`src/rtl/water_tank_pkg.sv`:
```
// Shared definitions for the water tank level path.
// Level codes are also used by the level column decoders.
package water_tank_pkg;

    localparam logic [1:0] LVL_FULL   = 2'b00;
    localparam logic [1:0] LVL_HIGH   = 2'b01;
    localparam logic [1:0] LVL_MEDIUM = 2'b10;
    localparam logic [1:0] LVL_EMPTY  = 2'b11;

    typedef enum logic [2:0] {
        ST_EMPTY  = 3'd0,
        ST_MEDIUM = 3'd1,
        ST_HIGH   = 3'd2,
        ST_FULL   = 3'd3,
        ST_FAULT  = 3'd4
    } state_t;

    // Only a contiguous column of wet switches from the bottom is physical.
    function automatic logic vec_valid(input logic [2:0] v);
        return (v == 3'b000) || (v == 3'b001) ||
               (v == 3'b011) || (v == 3'b111);
    endfunction

    function automatic state_t vec_to_state(input logic [2:0] v);
        case (v)
            3'b001:  return ST_MEDIUM;
            3'b011:  return ST_HIGH;
            3'b111:  return ST_FULL;
            default: return ST_EMPTY;
        endcase
    endfunction

    function automatic logic [1:0] state_code(input state_t s);
        case (s)
            ST_FULL:   return LVL_FULL;
            ST_HIGH:   return LVL_HIGH;
            ST_MEDIUM: return LVL_MEDIUM;
            default:   return LVL_EMPTY;
        endcase
    endfunction

endpackage

```
`src/rtl/water_tank_level_tracker_debouncer.sv`:
```
// Per-switch 2-flop synchronizer followed by a stability debouncer.
// The debounced value only moves after DEBOUNCE_CYCLES agreeing samples.
module sensor_debouncer #(
    parameter int DEBOUNCE_CYCLES = 4
) (
    input  logic clk,
    input  logic reset,
    input  logic raw,
    output logic level
);

    localparam int CW = $clog2(DEBOUNCE_CYCLES + 1);
    localparam logic [CW-1:0] CNT_LAST = CW'(DEBOUNCE_CYCLES - 1);

    logic          sync1;
    logic          sync2;
    logic [CW-1:0] cnt;

    // Two-stage synchronizer for the asynchronous float switch.
    always_ff @(posedge clk or posedge reset) begin
        if (reset) begin
            sync1 <= 1'b0;
            sync2 <= 1'b0;
        end else begin
            sync1 <= raw;
            sync2 <= sync1;
        end
    end

    // Count disagreeing samples; accept the new value on the last one.
    always_ff @(posedge clk or posedge reset) begin
        if (reset) begin
            cnt   <= '0;
            level <= 1'b0;
        end else if (sync2 == level) begin
            cnt <= '0;
        end else if (cnt == CNT_LAST) begin
            level <= sync2;
            cnt   <= '0;
        end else begin
            cnt <= cnt + CW'(1);
        end
    end

endmodule

```
`src/rtl/water_tank_level_tracker.sv`:
```
// Debounced float switches -> tank level code with fault detection.
// Impossible switch patterns hold the last level and may raise a fault.
module water_tank_level_tracker
    import water_tank_pkg::*;
#(
    parameter int DEBOUNCE_CYCLES = 4,
    parameter int FAULT_CYCLES    = 8
) (
    input  logic       clk,
    input  logic       reset,
    input  logic       sensor_low,
    input  logic       sensor_mid,
    input  logic       sensor_high,
    output logic [1:0] tank_level_status,
    output logic       sensor_fault,
    output logic       level_changed
);

    localparam int FW = $clog2(FAULT_CYCLES + 1);
    localparam logic [FW-1:0] FCNT_LAST = FW'(FAULT_CYCLES - 1);
    localparam logic [FW-1:0] FCNT_MAX  = FW'(FAULT_CYCLES);

    logic          db_low;
    logic          db_mid;
    logic          db_high;
    logic [2:0]    vec;
    logic          valid;
    logic [FW-1:0] fcnt;
    logic [1:0]    status_d1;
    state_t        state;
    state_t        state_next;

    sensor_debouncer #(.DEBOUNCE_CYCLES(DEBOUNCE_CYCLES)) u_db_low (
        .clk   (clk),
        .reset (reset),
        .raw   (sensor_low),
        .level (db_low)
    );

    sensor_debouncer #(.DEBOUNCE_CYCLES(DEBOUNCE_CYCLES)) u_db_mid (
        .clk   (clk),
        .reset (reset),
        .raw   (sensor_mid),
        .level (db_mid)
    );

    sensor_debouncer #(.DEBOUNCE_CYCLES(DEBOUNCE_CYCLES)) u_db_high (
        .clk   (clk),
        .reset (reset),
        .raw   (sensor_high),
        .level (db_high)
    );

    assign vec   = {db_high, db_mid, db_low};
    assign valid = vec_valid(vec);

    // Run length of invalid vectors, saturating at FAULT_CYCLES.
    always_ff @(posedge clk or posedge reset) begin
        if (reset) begin
            fcnt <= '0;
        end else if (valid) begin
            fcnt <= '0;
        end else if (fcnt != FCNT_MAX) begin
            fcnt <= fcnt + FW'(1);
        end
    end

    // Level FSM state register.
    always_ff @(posedge clk or posedge reset) begin
        if (reset) begin
            state <= ST_EMPTY;
        end else begin
            state <= state_next;
        end
    end

    // Valid vectors jump straight to their level; long invalid runs fault.
    always_comb begin
        state_next = state;
        if (valid) begin
            state_next = vec_to_state(vec);
        end else if (fcnt == FCNT_LAST) begin
            state_next = ST_FAULT;
        end
    end

    // Fault flag follows the FSM state directly.
    always_comb begin
        sensor_fault = (state == ST_FAULT);
    end

    // Registered level code; FAULT keeps the last level shown.
    always_ff @(posedge clk or posedge reset) begin
        if (reset) begin
            tank_level_status <= LVL_EMPTY;
        end else if (state != ST_FAULT) begin
            tank_level_status <= state_code(state);
        end
    end

    // One-cycle pulse the cycle after the level code changes.
    always_ff @(posedge clk or posedge reset) begin
        if (reset) begin
            status_d1     <= LVL_EMPTY;
            level_changed <= 1'b0;
        end else begin
            status_d1     <= tank_level_status;
            level_changed <= (tank_level_status != status_d1);
        end
    end

endmodule

```
`config.mk`:
```
export PLATFORM = sky130hd
export DESIGN_NAME = water_tank_level_tracker
export DESIGN_NICKNAME = d
export VERILOG_FILES = /design/src/rtl/water_tank_pkg.sv /design/src/rtl/water_tank_level_tracker_debouncer.sv /design/src/rtl/water_tank_level_tracker.sv
export SDC_FILE = /design/constraint.sdc
export NUM_CORES = 1
export LEC_CHECK = 0
export BUFFER_PORTS_ARGS = -buffer_cell sky130_fd_sc_hd__clkbuf_2
export CAP_MARGIN = 20
export CORE_MARGIN = 2
export CORE_UTILIZATION = 61
export CTS_CLUSTER_SIZE = 8
export DETAILED_ROUTE_END_ITERATION = 10
export GPL_ROUTABILITY_DRIVEN = 0
export PLACE_DENSITY = 0.83
export SLEW_MARGIN = 15
export SYNTH_ARGS = -nofsm -noshare
export SYNTH_HDL_FRONTEND = slang
export SYNTH_HIERARCHICAL = 1
export SYNTH_SLANG_ARGS = --single-unit
```
`constraint.sdc`:
```
create_clock -name clk -period 1.9 [get_ports clk]
set_input_delay 0.19 -clock clk [delete_from_list [all_inputs] [get_ports clk]]
set_output_delay 0.19 -clock clk [all_outputs]
set_load 0.02 [all_outputs]
```
==> out/metrics.yaml <==
area_delta_synth_final_pct: 13.6
min_to: "u_db_high/sync2$_DFF_PP0_"
power.switching_mw: 0.655
fin_skew_ns: 0.00929
slew_viol_final: 0
dr.pass1.iters: 4
syn_nets: 100
final_common_cell: "dfrtp_1"
crit_type: "flop to output pin"
max_freq_ghz: 0.644
fillCellCount: 142
vias: 705
cts_tree: "built"
drcViolationCount: 0
dp_cells: 125
hpwlAfterDp_um: 1340
cts_setup_buffers: 0
cp_slowest_stage_delay_ns: 0.41
die_h_um: 48.3
grt_usage_pct: 20.9
root_buffer: "clkbuf_4"
maxCapViolCount: 0
power_frac_seq_pct: 53.1
route.antenna.remaining_nets: 0
h-tree-depth: 2
rsz0062_at_grt: "false"
min_from: "u_db_high/sync1$_DFF_PP0_"
antenna_found_initial: 0
synth-seq-cells: 30
die-area_mm2: 0.00233
vias_per_cell: 5.15
grt_first_pass_wirelength_um: 3110
cp-end-kind: "output pin"
p_per_area_mw_per_mm2: 1440
hold_path.class: "flop to flop"
cts_buffers: 5
timing.rr.end: "u_db_low/level$_DFFE_PP0P_"
reg2reg_from: "u_db_low/cnt[0]$_DFF_PP0_"
diodes: 0
ys_warn_count: 6
holdWs_ns: 0.364
grt_pass1_vias: 716
timing.final.crit_share_pct: 81.7
holdPathStages: 0
layout_common_cells: "26 x dfrtp_1, 9 x inv_1, 8 x clkbuf_2"
yosysSeqAreaShare_pct: 63.2
peakVddDrop_v: 0.000757
grt_overflow_total: 0
reg2reg_slack_ns: 0.70
syn_area_per_cell_um2: 13.3
clkSlewWorstSetupHoldPaths_ns: 0.09
worstPathRequired_ns: 1.71
leakagePower_nw: 0.640
p_int_mw: 1.30
min_period_ns: 1.55
crit_arrival_ns: 1.36
std_cell_rows: 16
initial_core_util_pct: 62.8
routed_wl_um: 2010
switching_share_pct: 33.6
avgRoutedWirePerCell_um: 14.7
design_area_mm2: 0.00136
cpMaxStageDelayCell: "dfrtp_1"
max_slew_margin_pct: 64.5
power_frac_clock_pct: 18.0
finalSetupViolCount: 0
cts_buffer_depth: 2
cp_max_fo: 3
port-buffer-count: 8
drive_gt1_share_pct: 21.8
synthCells: 90
post_dp_cell_area_mm2: 0.00127
start_kind: "flop"
yosysUniqueCellTypes: 22
pin_count: 9
netlist_area_mm2: 0.00119
fin_nets: 119
worstSkewPairLatency_ns: 0.32
ff2ff_path_depth: 3
hold_viol: 0
instances_no_fill: 137
combPwrFrac_pct: 28.9
tns_ns: 0
drtIter0Drc: 8
path_cells: "or3_4 > inv_1 > clkbuf_2"
worstMarginPinSlew_ns: 0.527
outcome: "complete, no violations"
dieWidth_um: 48.3
cts.repair.resized: 0
core_mm2: 0.00190
grt_start_max_net_pins: 13
cts_num_sinks: 30
power by group through the flow:
| stage | combinational [mW] | clock (mW) | sequential (mW) |
|---|---|---|---|
| after floorplan | 0.403 | 0 | 1.04 |
| after global placement | 0.520 | 0 | 1.03 |
| after detailed placement | 0.556 | 0 | 1.05 |
| after CTS | 0.566 | 0.361 | 1.04 |
| after global routing | 0.642 | 0.397 | 1.07 |
| final | 0.564 | 0.351 | 1.04 |
layout make-up:
cell class	instances	area [µm²]	share of cell area (%)
flip-flops and latches	30	756	55.7
clock buffers	8	48.8	3.59
repair buffers	12	80.1	5.90
multi-input cells	51	405	29.9
well taps	27	33.8	2.49
inverters	9	33.8	2.49
worst max-delay path by stage:
stage	start	endpoint	depth (start not counted)
6_report	state[0]$_DFFE_PP0P_	sensor_fault	3
5_1_grt	state[0]$_DFFE_PP0P_	sensor_fault	3
4_1_cts	state[0]$_DFFE_PP0P_	sensor_fault	3
3_3_place_gp	u_db_mid/level$_DFFE_PP0P_	fcnt[0]$_DFFE_PP0P_	2
3_5_place_dp	state[0]$_DFFE_PP0P_	sensor_fault	3
2_1_floorplan	fcnt[0]$_DFFE_PP0P_	fcnt[1]$_DFFE_PP0P_	5
synthesized netlist by cell type:
cell type,n,area [µm²]
dfrtp_1,26,651
inv_1,9,33.8
xnor2_1,7,61.3
nor3b_1,6,45.0
ha_1,5,62.6
nand2_1,5,18.8
dfstp_2,4,105
mux2_2,3,33.8
nand3b_1,3,22.5
nor2_1,3,11.3
nor2b_4,3,41.3
nor3_1,3,15.0
a21oi_1,2,10.0
a2bb2oi_1,2,17.5
o21ai_0,2,10.0
a22oi_1,1,7.51
mux2i_1,1,10.0
nand2b_1,1,6.26
nand3_1,1,5.00
o211ai_1,1,7.51
or3_4,1,11.3
xor2_1,1,8.76
metal layers:
| metal | track usage (%) | routed length (µm) | up-vias |
|---|---|---|---|
| li1 | - | - | 336 |
| met1 | 23.4 | 827 | 351 |
| met2 | 34.5 | 1080 | 14 |
| met3 | 8.89 | 69 | 4 |
| met4 | 9.73 | 31 | 0 |
| met5 | 0 | 0 | - |
per-stage QoR:
| stage | utilization, % | setup slack, ns | power (mW) |
|---|---|---|---|
| 2_1_floorplan | - | 0.793 | 1.45 |
| 3_3_place_gp | 66.7 | 0.716 | 1.55 |
| 3_5_place_dp | 66.7 | 0.692 | 1.60 |
| 4_1_cts | 71.4 | 0.333 | 1.96 |
| 5_1_grt | 71.4 | 0.260 | 2.11 |
| 6_report | 71.4 | 0.347 | 1.95 |
state kept, by name, indices dropped and copies added, names as in the netlist:
| name | flops |
|---|---|
| u_db_high/sync1 | 1 |
| fcnt | 4 |
| u_db_mid/sync1 | 1 |
| u_db_mid/level | 1 |
| u_db_high/cnt | 3 |
| u_db_high/sync2 | 1 |
| status_d1 | 2 |
| u_db_low/sync2 | 1 |
| u_db_mid/sync2 | 1 |
| u_db_high/level | 1 |
| u_db_mid/cnt | 3 |
| u_db_low/level | 1 |
| u_db_low/cnt | 3 |
| state | 3 |
| u_db_low/sync1 | 1 |
| tank_level_status | 2 |
| level_changed | 1 |
cell families after synthesis:
kind of cell	count (synthesis)	synth area share, %
mux	4	3.66
simple gates	26	14.8
flops	30	63.2
fa+ha+maj	5	5.24
buf+inv	9	2.83
xor+xnor	8	5.86
compound gates	8	4.40
worst max-delay path: cells and delay by family, from the launching register on:
| kind | cells | cell delay (ns) |
|---|---|---|
| DFF | 1 | 0.41 |
| and+or+nand+nor | 1 | 0.41 |
| buffers and inverters | 2 | 0.22 |
timing repair:
action	4_1_cts	5_1_grt
hold buffers	4	0
endpoints found under the hold margin	29	0
endpoints found under the setup margin	0	0
Note: power is estimated with default switching activity, not from simulation.
